<file path="src/rtl/sprite_pkg.sv">
// -----------------------------------------------------------------------------
// sprite_pkg
// Purpose : Shared screen geometry, sprite description and separator constants
//           for the game-state logic and the sprite renderer.
// Contents: screen/position widths, sprite_t, separator placement, ball index.
// -----------------------------------------------------------------------------
package sprite_pkg;

    localparam int unsigned SCREEN_H_RES = 640;
    localparam int unsigned SCREEN_V_RES = 480;
    localparam int unsigned X_POS_W      = 10;
    localparam int unsigned Y_POS_W      = 10;

    localparam int unsigned N_SPRITES    = 3;

    localparam int unsigned SEPARATOR_WIDTH      = 6;
    localparam int unsigned SEPARATOR_DOT_HEIGHT = 18;

    // Dashed centre line columns, right edge exclusive
    localparam int unsigned SEP_LEFT  = SCREEN_H_RES / 2 - SEPARATOR_WIDTH / 2;
    localparam int unsigned SEP_RIGHT = SEP_LEFT + SEPARATOR_WIDTH;

    // The ball is the last sprite; all lower indices are paddles
    localparam int unsigned DEFAULT_BALL_IDX = N_SPRITES - 1;

    // Axis-aligned box; right/bottom are exclusive
    typedef struct packed {
        logic [X_POS_W-1:0] x_pos;
        logic [Y_POS_W-1:0] y_pos;
        logic [X_POS_W-1:0] right;
        logic [Y_POS_W-1:0] bottom;
    } sprite_t;

endpackage

</file>
<file path="src/rtl/sprite_renderer_hit_test.sv">
// -----------------------------------------------------------------------------
// sprite_hit_test
// Purpose : Combinational test of one scan position against one sprite box.
// Ports   : spr_i      sprite box (right/bottom exclusive)
//           x_pos_i    scan column
//           y_pos_i    scan row
//           visible_i  scan position is in the active area
//           hit_o      position lies inside the box and is visible
// -----------------------------------------------------------------------------
module sprite_hit_test
    import sprite_pkg::*;
(
    input  sprite_t            spr_i,
    input  logic [X_POS_W-1:0] x_pos_i,
    input  logic [Y_POS_W-1:0] y_pos_i,
    input  logic               visible_i,
    output logic               hit_o
);

    // An empty box (x_pos == right) can never satisfy both compares
    assign hit_o = visible_i
                 & (x_pos_i >= spr_i.x_pos) & (x_pos_i < spr_i.right)
                 & (y_pos_i >= spr_i.y_pos) & (y_pos_i < spr_i.bottom);

endmodule

</file>
<file path="src/rtl/sprite_renderer.sv">
// -----------------------------------------------------------------------------
// sprite_renderer
// Purpose : Snapshots the sprite array once per frame and converts the VGA scan
//           position into pixel decisions (sprite hits, dashed centre line).
//           Also reports which sprites the ball overlapped on screen per frame.
// Ports   : clk, rst          clock, async active-high reset
//           sprites_i         live sprite state from game logic
//           frame_start_i     1-cycle pulse per frame, in vertical blanking
//           visible_i, x_pos_i, y_pos_i   scan position
//           visible_o, sprite_hit_o, separator_o, pixel_on_o
//                             pixel decisions, 2 cycles after the scan input
//           overlap_o         ball/sprite overlap seen in the last frame
//           overlap_valid_o   1-cycle pulse when overlap_o updates
// -----------------------------------------------------------------------------
module sprite_renderer
    import sprite_pkg::*;
#(
    parameter int unsigned N_SPR    = N_SPRITES,
    parameter int unsigned BALL_IDX = N_SPR - 1,
    parameter bit          SEP_EN   = 1'b1
) (
    input  logic               clk,
    input  logic               rst,
    input  sprite_t            sprites_i [N_SPR],
    input  logic               frame_start_i,
    input  logic               visible_i,
    input  logic [X_POS_W-1:0] x_pos_i,
    input  logic [Y_POS_W-1:0] y_pos_i,
    output logic               visible_o,
    output logic [N_SPR-1:0]   sprite_hit_o,
    output logic               separator_o,
    output logic               pixel_on_o,
    output logic [N_SPR-1:0]   overlap_o,
    output logic               overlap_valid_o
);

    localparam int unsigned CNT_W = $clog2(SEPARATOR_DOT_HEIGHT);

    sprite_t            r_shadow [N_SPR];
    logic [N_SPR-1:0]   w_hit;
    logic [N_SPR-1:0]   r_s1_hit;
    logic               r_s1_sep;
    logic               r_s1_vis;
    logic               r_s1_fs;
    logic [N_SPR-1:0]   r_acc;
    logic [N_SPR-1:0]   w_contrib;

    logic [CNT_W-1:0]   r_line_cnt;
    logic               r_phase;
    logic               r_row_valid;
    logic [Y_POS_W-1:0] r_last_y;
    logic               w_new_row;
    logic               w_wrap;
    logic               w_phase;
    logic               w_sep;

    // Shadow is only read by the hit tests, so the image cannot tear mid-frame
    always_ff @(posedge clk or posedge rst) begin
        if (rst) begin
            for (int i = 0; i < int'(N_SPR); i++) begin
                r_shadow[i] <= '0;
            end
        end else if (frame_start_i) begin
            r_shadow <= sprites_i;
        end
    end

    for (genvar g = 0; g < int'(N_SPR); g++) begin : g_hit
        sprite_hit_test u_hit (
            .spr_i     (r_shadow[g]),
            .x_pos_i   (x_pos_i),
            .y_pos_i   (y_pos_i),
            .visible_i (visible_i),
            .hit_o     (w_hit[g])
        );
    end

    // Dash line counter: the first visible row of a frame only records its
    // row number, later row changes advance the count.
    assign w_new_row = visible_i & r_row_valid & (y_pos_i != r_last_y);
    assign w_wrap    = w_new_row & (r_line_cnt == CNT_W'(SEPARATOR_DOT_HEIGHT - 1));
    // Use the phase of the row being entered, not the one just left
    assign w_phase   = w_wrap ? ~r_phase : r_phase;

    always_ff @(posedge clk or posedge rst) begin
        if (rst) begin
            r_line_cnt  <= '0;
            r_phase     <= 1'b0;
            r_row_valid <= 1'b0;
            r_last_y    <= '0;
        end else if (frame_start_i) begin
            r_line_cnt  <= '0;
            r_phase     <= 1'b0;
            r_row_valid <= 1'b0;
        end else if (visible_i) begin
            r_row_valid <= 1'b1;
            r_last_y    <= y_pos_i;
            if (w_wrap) begin
                r_line_cnt <= '0;
                r_phase    <= ~r_phase;
            end else if (w_new_row) begin
                r_line_cnt <= r_line_cnt + 1'b1;
            end
        end
    end

    assign w_sep = SEP_EN & visible_i & ~w_phase
                 & (x_pos_i >= X_POS_W'(SEP_LEFT)) & (x_pos_i < X_POS_W'(SEP_RIGHT));

    // Stage 1
    always_ff @(posedge clk or posedge rst) begin
        if (rst) begin
            r_s1_hit <= '0;
            r_s1_sep <= 1'b0;
            r_s1_vis <= 1'b0;
            r_s1_fs  <= 1'b0;
        end else begin
            r_s1_hit <= w_hit;
            r_s1_sep <= w_sep;
            r_s1_vis <= visible_i;
            r_s1_fs  <= frame_start_i;
        end
    end

    // Stage 2
    always_ff @(posedge clk or posedge rst) begin
        if (rst) begin
            visible_o    <= 1'b0;
            sprite_hit_o <= '0;
            separator_o  <= 1'b0;
            pixel_on_o   <= 1'b0;
        end else begin
            visible_o    <= r_s1_vis;
            sprite_hit_o <= r_s1_hit;
            separator_o  <= r_s1_sep;
            pixel_on_o   <= (|r_s1_hit) | r_s1_sep;
        end
    end

    always_comb begin
        w_contrib = '0;
        for (int i = 0; i < int'(N_SPR); i++) begin
            if (i != int'(BALL_IDX)) begin
                w_contrib[i] = r_s1_hit[BALL_IDX] & r_s1_hit[i];
            end
        end
    end

    // A pixel arriving with frame_start belongs to the new frame's accumulator
    always_ff @(posedge clk or posedge rst) begin
        if (rst) begin
            r_acc           <= '0;
            overlap_o       <= '0;
            overlap_valid_o <= 1'b0;
        end else begin
            overlap_valid_o <= r_s1_fs;
            if (r_s1_fs) begin
                overlap_o <= r_acc;
                r_acc     <= w_contrib;
            end else begin
                r_acc     <= r_acc | w_contrib;
            end
        end
    end

endmodule

</file>
<file path="config.mk">
export PLATFORM = sky130hd
export DESIGN_NAME = sprite_renderer
export DESIGN_NICKNAME = d
export VERILOG_FILES = /design/src/rtl/sprite_pkg.sv /design/src/rtl/sprite_renderer_hit_test.sv /design/src/rtl/sprite_renderer.sv
export SDC_FILE = /design/constraint.sdc
export NUM_CORES = 1
export LEC_CHECK = 0
export BUFFER_PORTS_ARGS = -buffer_cell sky130_fd_sc_hd__buf_2
export CAP_MARGIN = 20
export CORE_UTILIZATION = 61
export DETAILED_ROUTE_END_ITERATION = 16
export PLACE_DENSITY_LB_ADDON = 0.15
export SETUP_SLACK_MARGIN = 0.5
export SYNTH_ARGS = -nofsm -noshare
export SYNTH_HDL_FRONTEND = slang
export SYNTH_SLANG_ARGS = --single-unit
</file>
<file path="constraint.sdc">
create_clock -name clk -period 9.4 [get_ports clk]
set_input_delay 0.47 -clock clk [delete_from_list [all_inputs] [get_ports clk]]
set_output_delay 0.47 -clock clk [all_outputs]
set_load 0.01 [all_outputs]
</file>
Word-level counts from Yosys, hierarchy flattened
Cells that the tools add are included.

Register bits: 156. Input port bits: 144. Output and inout port bits: 10. Word-level logic and storage cells: 84.

Add/sub/neg operators: 1. Order comparisons: 14. Eq/ne operators: 2. Multiplexer cells: 10. Bitwise logic cells: 25. Reductions and logical operators: 5.

Operators with widths (count): greater-or-equal comparator 10 bit (6); < comparator 10 bit (6); bitwise AND 1 bit (20); 2-to-1 mux 5 bit (4); greater-or-equal comparator 10 x 9 -> 1 bit, second input constant (1); < comparator 10 x 9 -> 1 bit, second input constant (1); inequality test 10 bit (1); adder 5 x 1 -> 5 bit, second input constant (1); == test 5 bit, second input constant (1); 2-to-1 mux 1 bit (5); AND reduction 2 bit (2); 2-to-1 mux 3 bit (1); NOT 1 bit (3); bitwise OR 3 x 2 -> 3 bit (1); nonzero test 3 bit (1); OR reduction 3 bit (1); nonzero test 2 bit (1); bitwise OR 1 bit (1).

Logic depth before layout (Yosys ltp)
Gate-level depths: netlist (run 1).

Depth after elaboration: 8. Depth in mapped cells: 7. Depth with buffers taken out: 7.

By module
A second synthesis (run 1) with hierarchy kept.

Cell total of the unflattened synthesis: 752. Area total of the unflattened synthesis: 8690.8 um2.

Modules (own cells, without submodules): sprite_renderer (instances 1, cells an instance 368, area each 5849.4 um2); sprite_hit_test (instances 3, cells an instance 128, area each 947.2 um2).

Least setup slack after synthesis (run 1)
Ideal clock, no wire load.

Path kind: in2reg. Start: in y_pos_i[3]. End: reg r_s1_hit[0]. Setup time: 0.131 ns. Arrival time: 1.638 ns. Required time: 9.269 ns. Slack: 7.631 ns. Stages: 6. Path buffers: 0. Cells stage by stage: ha_1 -> a2111oi_0 -> o21ai_1 -> a221o_1 -> nand4_1 -> nor3_1.

Word-level cells in the longest chain between the ends: 3. Elaborated cells between the ends (all ways): 4. Those cells by class: order compare (2); bitwise (2).

RTL lines: start, declared (RTL line sprite_renderer.sv:28) `input logic [Y_POS_W-1:0] y_pos_i,`; greater-or-equal comparator 10 bit (RTL line sprite_renderer_hit_test.sv:23) `& (y_pos_i >= spr_i.y_pos) & (y_pos_i < spr_i.bottom);`; bitwise AND 1 bit (RTL line sprite_renderer_hit_test.sv:23); bitwise AND 1 bit * (RTL line sprite_renderer_hit_test.sv:23); net g_hit[0].u_hit.hit_o (RTL line sprite_renderer_hit_test.sv:17) `output logic hit_o`; end signal, assigned (RTL line sprite_renderer.sv:118) `r_s1_hit <= w_hit;`; end, declared (RTL line sprite_renderer.sv:41) `logic [N_SPR-1:0] r_s1_hit;`.

The timed path passes the listed nets; every way through them passes the cells marked *. A chain may end at the register's enable or synchronous reset.

Worst setup path after layout (run 1)
Start: in frame_start_i. End: reg r_last_y[6].

Word-level cells in the longest chain between the ends: 2.

RTL lines: start, declared (RTL line sprite_renderer.sv:25) `input logic frame_start_i,`; NOT 1 bit (no line); AND reduction 2 bit (no line); end signal, assigned (RTL line sprite_renderer.sv:97) `r_last_y <= y_pos_i;`; end, declared (RTL line sprite_renderer.sv:51) `logic [Y_POS_W-1:0] r_last_y;`.

Every way passes these cells.

==> results of run 1 <==
[flip-flops by register name (all words and copies together), names as in the netlist]
| signal | count |
|---|---|
| r_shadow | 120 |
| r_last_y | 10 |
| r_line_cnt | 5 |
| r_s1_hit | 3 |
| sprite_hit_o | 3 |
| overlap_o | 2 |
| r_acc | 2 |
| overlap_valid_o | 1 |
| pixel_on_o | 1 |
| r_phase | 1 |
| r_row_valid | 1 |
| r_s1_fs | 1 |
| r_s1_sep | 1 |
| r_s1_vis | 1 |
| separator_o | 1 |
| visible_o | 1 |
[path summary, 6_finish.rpt]
| check | start | to | cells after the start |
|---|---|---|---|
| min in group asynchronous | rst | r_shadow[66]$_DFFE_PP0P_ | 2 |
| setup reg to reg | r_shadow[23]$_DFFE_PP0P_ | r_s1_hit[2]$_DFF_PP0_ | 6 |
| setup / recovery | frame_start_i | r_last_y[6]$_DFFE_PP0P_ | 4 |
| hold reg to reg | r_s1_vis$_DFF_PP0_ | visible_o$_DFF_PP0_ | 0 |
| hold / removal | sprites_i[107] | r_shadow[107]$_DFFE_PP0P_ | 3 |
| max in group asynchronous | rst | r_shadow[108]$_DFFE_PP0P_ | 3 |
[metal layers]
metal | vias to the layer above | share of wire
li1 | 3219 | -
met1 | 3110 | 0.46
met2 | 171 | 0.48
met3 | 33 | 0.043
met4 | 0 | 0.021
met5 | - | 0
[report_power, final]
part | leakage, nW | internal [mW] | switching, mW
Sequential | 1.89 | 0.719 | 0.0203
Combinational | 2.90 | 0.122 | 0.166
Clock | 0.280 | 0.409 | 0.254
Total | 5.08 | 1.25 | 0.440
[cell usage in the layout (no fill, tap or decap), types with 4 or more instances in the layout]
cell         n
o21ai_0    128
ha_1       116
dfrtp_1    154
inv_1      120
clkbuf_16   17
nand2_1    128
a21o_1      13
xnor2_1     10
clkbuf_1     4
a21oi_1     34
and4_1       4
nand3_1     10
nor2_1       6
a221oi_1     5
a211oi_1     9
buf_2      152
nand4_1     11
mux2_2      24
o21ai_1      4
nand2b_1     9
[final cells by class]
cell class | instances | area (sq um)
clock buffer | 24 | 481.7
clock inverter | 7 | 91.34
inverter | 121 | 459.2
sequential | 154 | 3854
timing repair buffer | 155 | 787.0
fill | 1002 | 3492
tap | 176 | 220.2
multi-input combinational | 555 | 3910
[kinds of logic (layout without fill, tap and decap cells)]
kind of cell / Yosys count / in the layout / share of synthesized area
fa+ha+maj: 116 / 116 / 0.1741
flops: 154 / 154 / 0.4622
simple gates: 185 / 185 / 0.1002
mux: 24 / 24 / 0.03241
other cells: 1 / 1 / 0.0004497
compound gates: 219 / 219 / 0.1513
buf+inv: 150 / 307 / 0.06888
xor+xnor: 10 / 10 / 0.01050
[critical path: cells and delay by family]
kind / cells / cell delay, ps
buffers and inverters: 2 / 1450
and+or+nand+nor: 1 / 430
muxes: 1 / 390
==> qor.csv, run 1 <==
metric;value;unit
leakage dissipation;5.077;nW
Hold WS;251.1;ps
largest net degree at the start of global routing;126;
Post-Syn Area;8338;sq um
most numerous cell in the Yosys netlist;dfrtp_1;
global route total overflow;0;
syn avg cell area;9.707;sq um
min cycle time layout;2529;ps
die width;118.9;um
clock-pin transition on the worst setup and hold timing paths;60;ps
core area;13300;sq um
number of global-route vias before repair;6448;
Worst EP required;9710;ps
Yosys top cell by area;dfrtp_1;
Root Driver;clkbuf_16;
initial antenna violation count;0;
asr flop ratio synth;1.000;
DRC violations left;0;
WP data arrival;2840;ps
Nets;1264;
RSZ-0062 raised after global routing;false;
measured slew at the worst slew-check pin;1058;ps
Port Buffers;152;
sequential share of the synthesized area;0.4622;
worst min path class;input port to flip-flop;
drt first pass iters;5;
post-synth cell types;47;
Setup Viol. Count Final;0;
crit path kind;input port to flip-flop;
initial core utilization;0.6271;
Longest Clk Path Bufs;2;
cells after synthesis;859;
Initial DRC Count;323;
Max-slew headroom;0.2949;
post-DP HPWL;13480;um
Post-synth top flop;dfrtp_1;
post-route ant nets;0;
H-Tree Depth;4;
final critical-path share of the clock period;0.2690;
post-place instance area;9225;sq um
Post-CTS Setup Bufs;0;
R2R Setup Slk;7450;ps
number of buffers created by CTS;17;
Slowest-stage cell, CP;buf_4;
area delta synth->final;17.57;%
CP Launch Type;input port;
Ant. Diodes;0;
grt met1 use;0.3865;
placed insts;1160;
cts repair resizes;0;
RePlAce Congestion;0.8304;
chip height;118.9;um
CP endpoint kind;flip-flop;
final WL;18810;um
Most Crowded Layer GR;met2;
Via density;5.481;
first-pass GRT wire length;31440;um
met2 usage;0.4704;
top cells by count, synth;dfrtp_1 (154), nand2_1 (128), o21ai_0 (128);
Post-synth EDFFs;0;
overall die area;14140;sq um
max_cap viols;0;
wire per inst;15.78;um
top post-synthesis cells by area;dfrtp_1 (46%), ha_1 (17%), o21ai_0 (7.7%);
GRT met3 Usage;0.06178;
P per Cell Area;172.5;nW/um^2
syn_nets;1119;
fmax;395.4;MHz
non-filler cells in the finished layout;1192;
worst vdd ir;0.0002256;V
number of synthesized register bits;154;
Vias;6533;
layout cell share with drive strength beyond 1;0.2037;
final setup TNS;0;ps
design area;9803;sq um
number of hold buffers added after CTS;0;
IO Pins;154;
worst setup margin;6871;ps
Tot GR Track Use;0.2883;
area share of the largest cell type after synthesis;0.4622;
CTS tree;done;
warnings from Yosys;0;
Cell Rows;42;
Clk Latency, worst-skew pair;420;ps
status;finished, final reports clean;
Final Max Slew Viols;0;
endpoints failing hold;0;
post-layout util;0.7373;
CP Max Fanout;125;
clock skew;4.707;ps
dpl ws;6498;ps
Worst path max stage delay;930;ps
clock sink count;154;
crit path cell chain;buf_6 > buf_4 > nor2b_1 > mux2_2;
Total Power;1.691;mW
Note: power is estimated with default switching activity, not from simulation.
==> run 2, diff against run 1 <==
- ABC_AREA: default -> 1
- CORE_UTILIZATION: 61 -> 51
- clock period: 9.4 -> 2.2 ns (I/O delays scaled with it)
==> qor.csv, run 2 <==
metric;value;unit
Nets;1543;
Max-slew headroom;0.5828;
wire per inst;14.58;um
max_cap viols;0;
drt first pass iters;4;
Post-synth EDFFs;0;
core area;16580;sq um
number of global-route vias before repair;7390;
P per Cell Area;666.9;nW/um^2
Root Driver;clkbuf_16;
final WL;22100;um
min cycle time layout;1555;ps
P_int;5.556;mW
crit path kind;flip-flop to flip-flop;
chip height;132.1;um
post-DP HPWL;14710;um
switching pwr;2.083;mW
endpoints failing hold;0;
Post-CTS Setup Bufs;0;
first-pass GRT wire length;36390;um
initial antenna violation count;0;
status;finished, final reports clean;
Yosys top cell by area;dfrtp_1;
largest net degree at the start of global routing;155;
Post-Syn Area;8635;sq um
max reg flops;120;
Tot GR Track Use;0.2706;
top cells by count, synth;nand2_1 (256), dfrtp_1 (154), inv_1 (146);
layout cell share with drive strength beyond 1;0.1551;
Clk Latency, worst-skew pair;430;ps
RSZ-0062 raised after global routing;true;
measured slew at the worst slew-check pin;625.8;ps
sequential share of the synthesized area;0.4463;
clock skew;4.406;ps
top flop regs;r_shadow: 120 flops, r_last_y: 10 flops, r_line_cnt: 5 flops;
WP data arrival;1900;ps
area share of the largest cell type after synthesis;0.4463;
Initial DRC Count;429;
Combinational Power Share;0.194;
largest reg by FF count;r_shadow;
Sw Ratio;0.2727;
sequential power share;0.413;
post-route ant nets;0;
Vias;7508;
CTS tree;done;
asr flop ratio synth;1.000;
most numerous cell in the Yosys netlist;nand2_1;
RePlAce Congestion;0.7957;
overall die area;17450;sq um
most common cell after layout, fill and taps aside;nand2_1;
CP endpoint kind;flip-flop;
H-Tree Depth;4;
most frequent cells in the layout;nand2_1 (256), dfrtp_1 (154), buf_2 (151);
clock-pin transition on the worst setup and hold timing paths;60;ps
warnings from Yosys;0;
Ant. Diodes;0;
IO Pins;154;
clock share of power;0.393;
leakage dissipation;5.986;nW
Final Max Slew Viols;0;
Post-synth top flop;dfrtp_1;
worst min path class;input port to flip-flop;
Port Buffers;152;
final critical-path share of the clock period;0.7068;
syn avg cell area;8.507;sq um
Cell Rows;47;
clock sink count;154;
initial core utilization;0.5207;
final setup TNS;0;ps
die width;132.1;um
CP Launch Type;flip-flop;
Via density;4.953;
number of buffers created by CTS;17;
Longest Clk Path Bufs;2;
DRC violations left;0;
Setup Viol. Count Final;0;
CP Max Fanout;3;
cells after synthesis;1015;
fmax;643.1;MHz
post-layout util;0.6907;
number of synthesized register bits;154;
area delta synth->final;32.65;%
Worst EP required;2540;ps
global route total overflow;0;
post-synth cell types;35;
syn_nets;1275;
worst vdd ir;0.0005600;V
top post-synthesis cells by area;dfrtp_1 (45%), ha_1 (17%), nand2_1 (11%);
==> run 2: cell count changes in the layout (fill, tap and decap cells not counted), sizes merged, moves of 5 or more <==
cell	previous run	this run
nand2	128	256
dlygate4sd3	0	122
nor2	6	47
inv	121	146
mux2	24	3
nand3	10	23
a21o	13	2
a21oi	34	45
nand2b	9	0
xnor2	10	4
a221oi	5	0
clkinvlp	1	6
xor2	0	5
==> run 2: cell families (layout without fill, tap and decap cells) <==
group           after synthesis  after routing  share of synthesized area
flops                       154            154                     0.4463
buf+inv                     178            459                    0.08071
fa+ha+maj                   116            116                     0.1681
other cells                   1              1                  0.0004343
xor+xnor                      9              9                   0.009128
simple gates                353            353                     0.1678
mux                           3              3                   0.003912
compound gates              201            201                     0.1236
==> run 2: per-stage QoR <==
step	power (mW)	cells	setup slack, ps	instance area [sq um]	hold WS (ps)
2_1_floorplan	4.045	1015	145.1	8638	141.4
3_3_place_gp	4.461	1362	681.5	9618	159.4
3_5_place_dp	4.508	1362	658.7	9618	158.2
4_1_cts	7.671	1516	636.9	11440	13.97
5_1_grt	8.055	1516	469.0	11450	26.66
6_report	7.639	1516	645.1	11450	22.79
==> run 2: final timing paths <==
| check | to | depth (start not counted) | slack (ps) | start |
|---|---|---|---|---|
| worst max-delay path | r_s1_hit[2]$_DFF_PP0_ | 8 | 650 | r_shadow[15]$_DFFE_PP0P_ |
| worst min-delay path | r_shadow[67]$_DFFE_PP0P_ | 3 | 20 | frame_start_i |
| worst max register to register | r_s1_hit[2]$_DFF_PP0_ | 8 | 650 | r_shadow[15]$_DFFE_PP0P_ |
| worst min register to register | visible_o$_DFF_PP0_ | 0 | 350 | r_s1_vis$_DFF_PP0_ |
| max in group asynchronous | r_s1_hit[1]$_DFF_PP0_ | 4 | 1250 | rst |
| min in group asynchronous | r_shadow[114]$_DFFE_PP0P_ | 3 | 250 | rst |
==> run 2: routing by layer <==
metal	part of all wire	global-route usage	up-vias
li1	-	-	3827
met1	0.47	0.3589	3476
met2	0.48	0.4506	180
met3	0.043	0.05536	25
met4	0.013	0.07364	0
met5	0	0	-
==> run 2: area by class of cell <==
cell class | instances | area (sq um)
Clock buffer | 20 | 456.7
Clock inverter | 12 | 147.6
Fill cell | 1319 | 5130
Inverter | 147 | 555.5
Multi-Input combinational cell | 683 | 4094
Sequential cell | 154 | 3854
Tap cell | 220 | 275.3
Timing Repair Buffer | 280 | 2071
==> run 2: timing repair <==
| action | in CTS | in global routing |
|---|---|---|
| gates resized for setup | 0 | 2 |
| hold endpoints to repair | 137 | 0 |
| endpoints found under the setup margin | 0 | 2 |
| hold buffers | 122 | 0 |
==> run 2: power by group through the flow <==
stage          Clock (mW)  Combinational [mW]  Sequential, mW
2_1_floorplan           0               0.855            3.19
3_3_place_gp            0                1.26            3.20
3_5_place_dp            0                1.30            3.20
4_1_cts              3.04                1.48            3.15
5_1_grt              3.17                1.71            3.18
6_report             3.00                1.48            3.15
==> run 2: worst max-delay path, cell delays in order, from the launching register on <==
cell,delay (ps)
dfrtp_1,360
inv_1,70
ha_1,250
a21o_1,180
o21ai_0,140
nand2_1,60
nor2_1,110
nand3_1,120
nor3_1,170
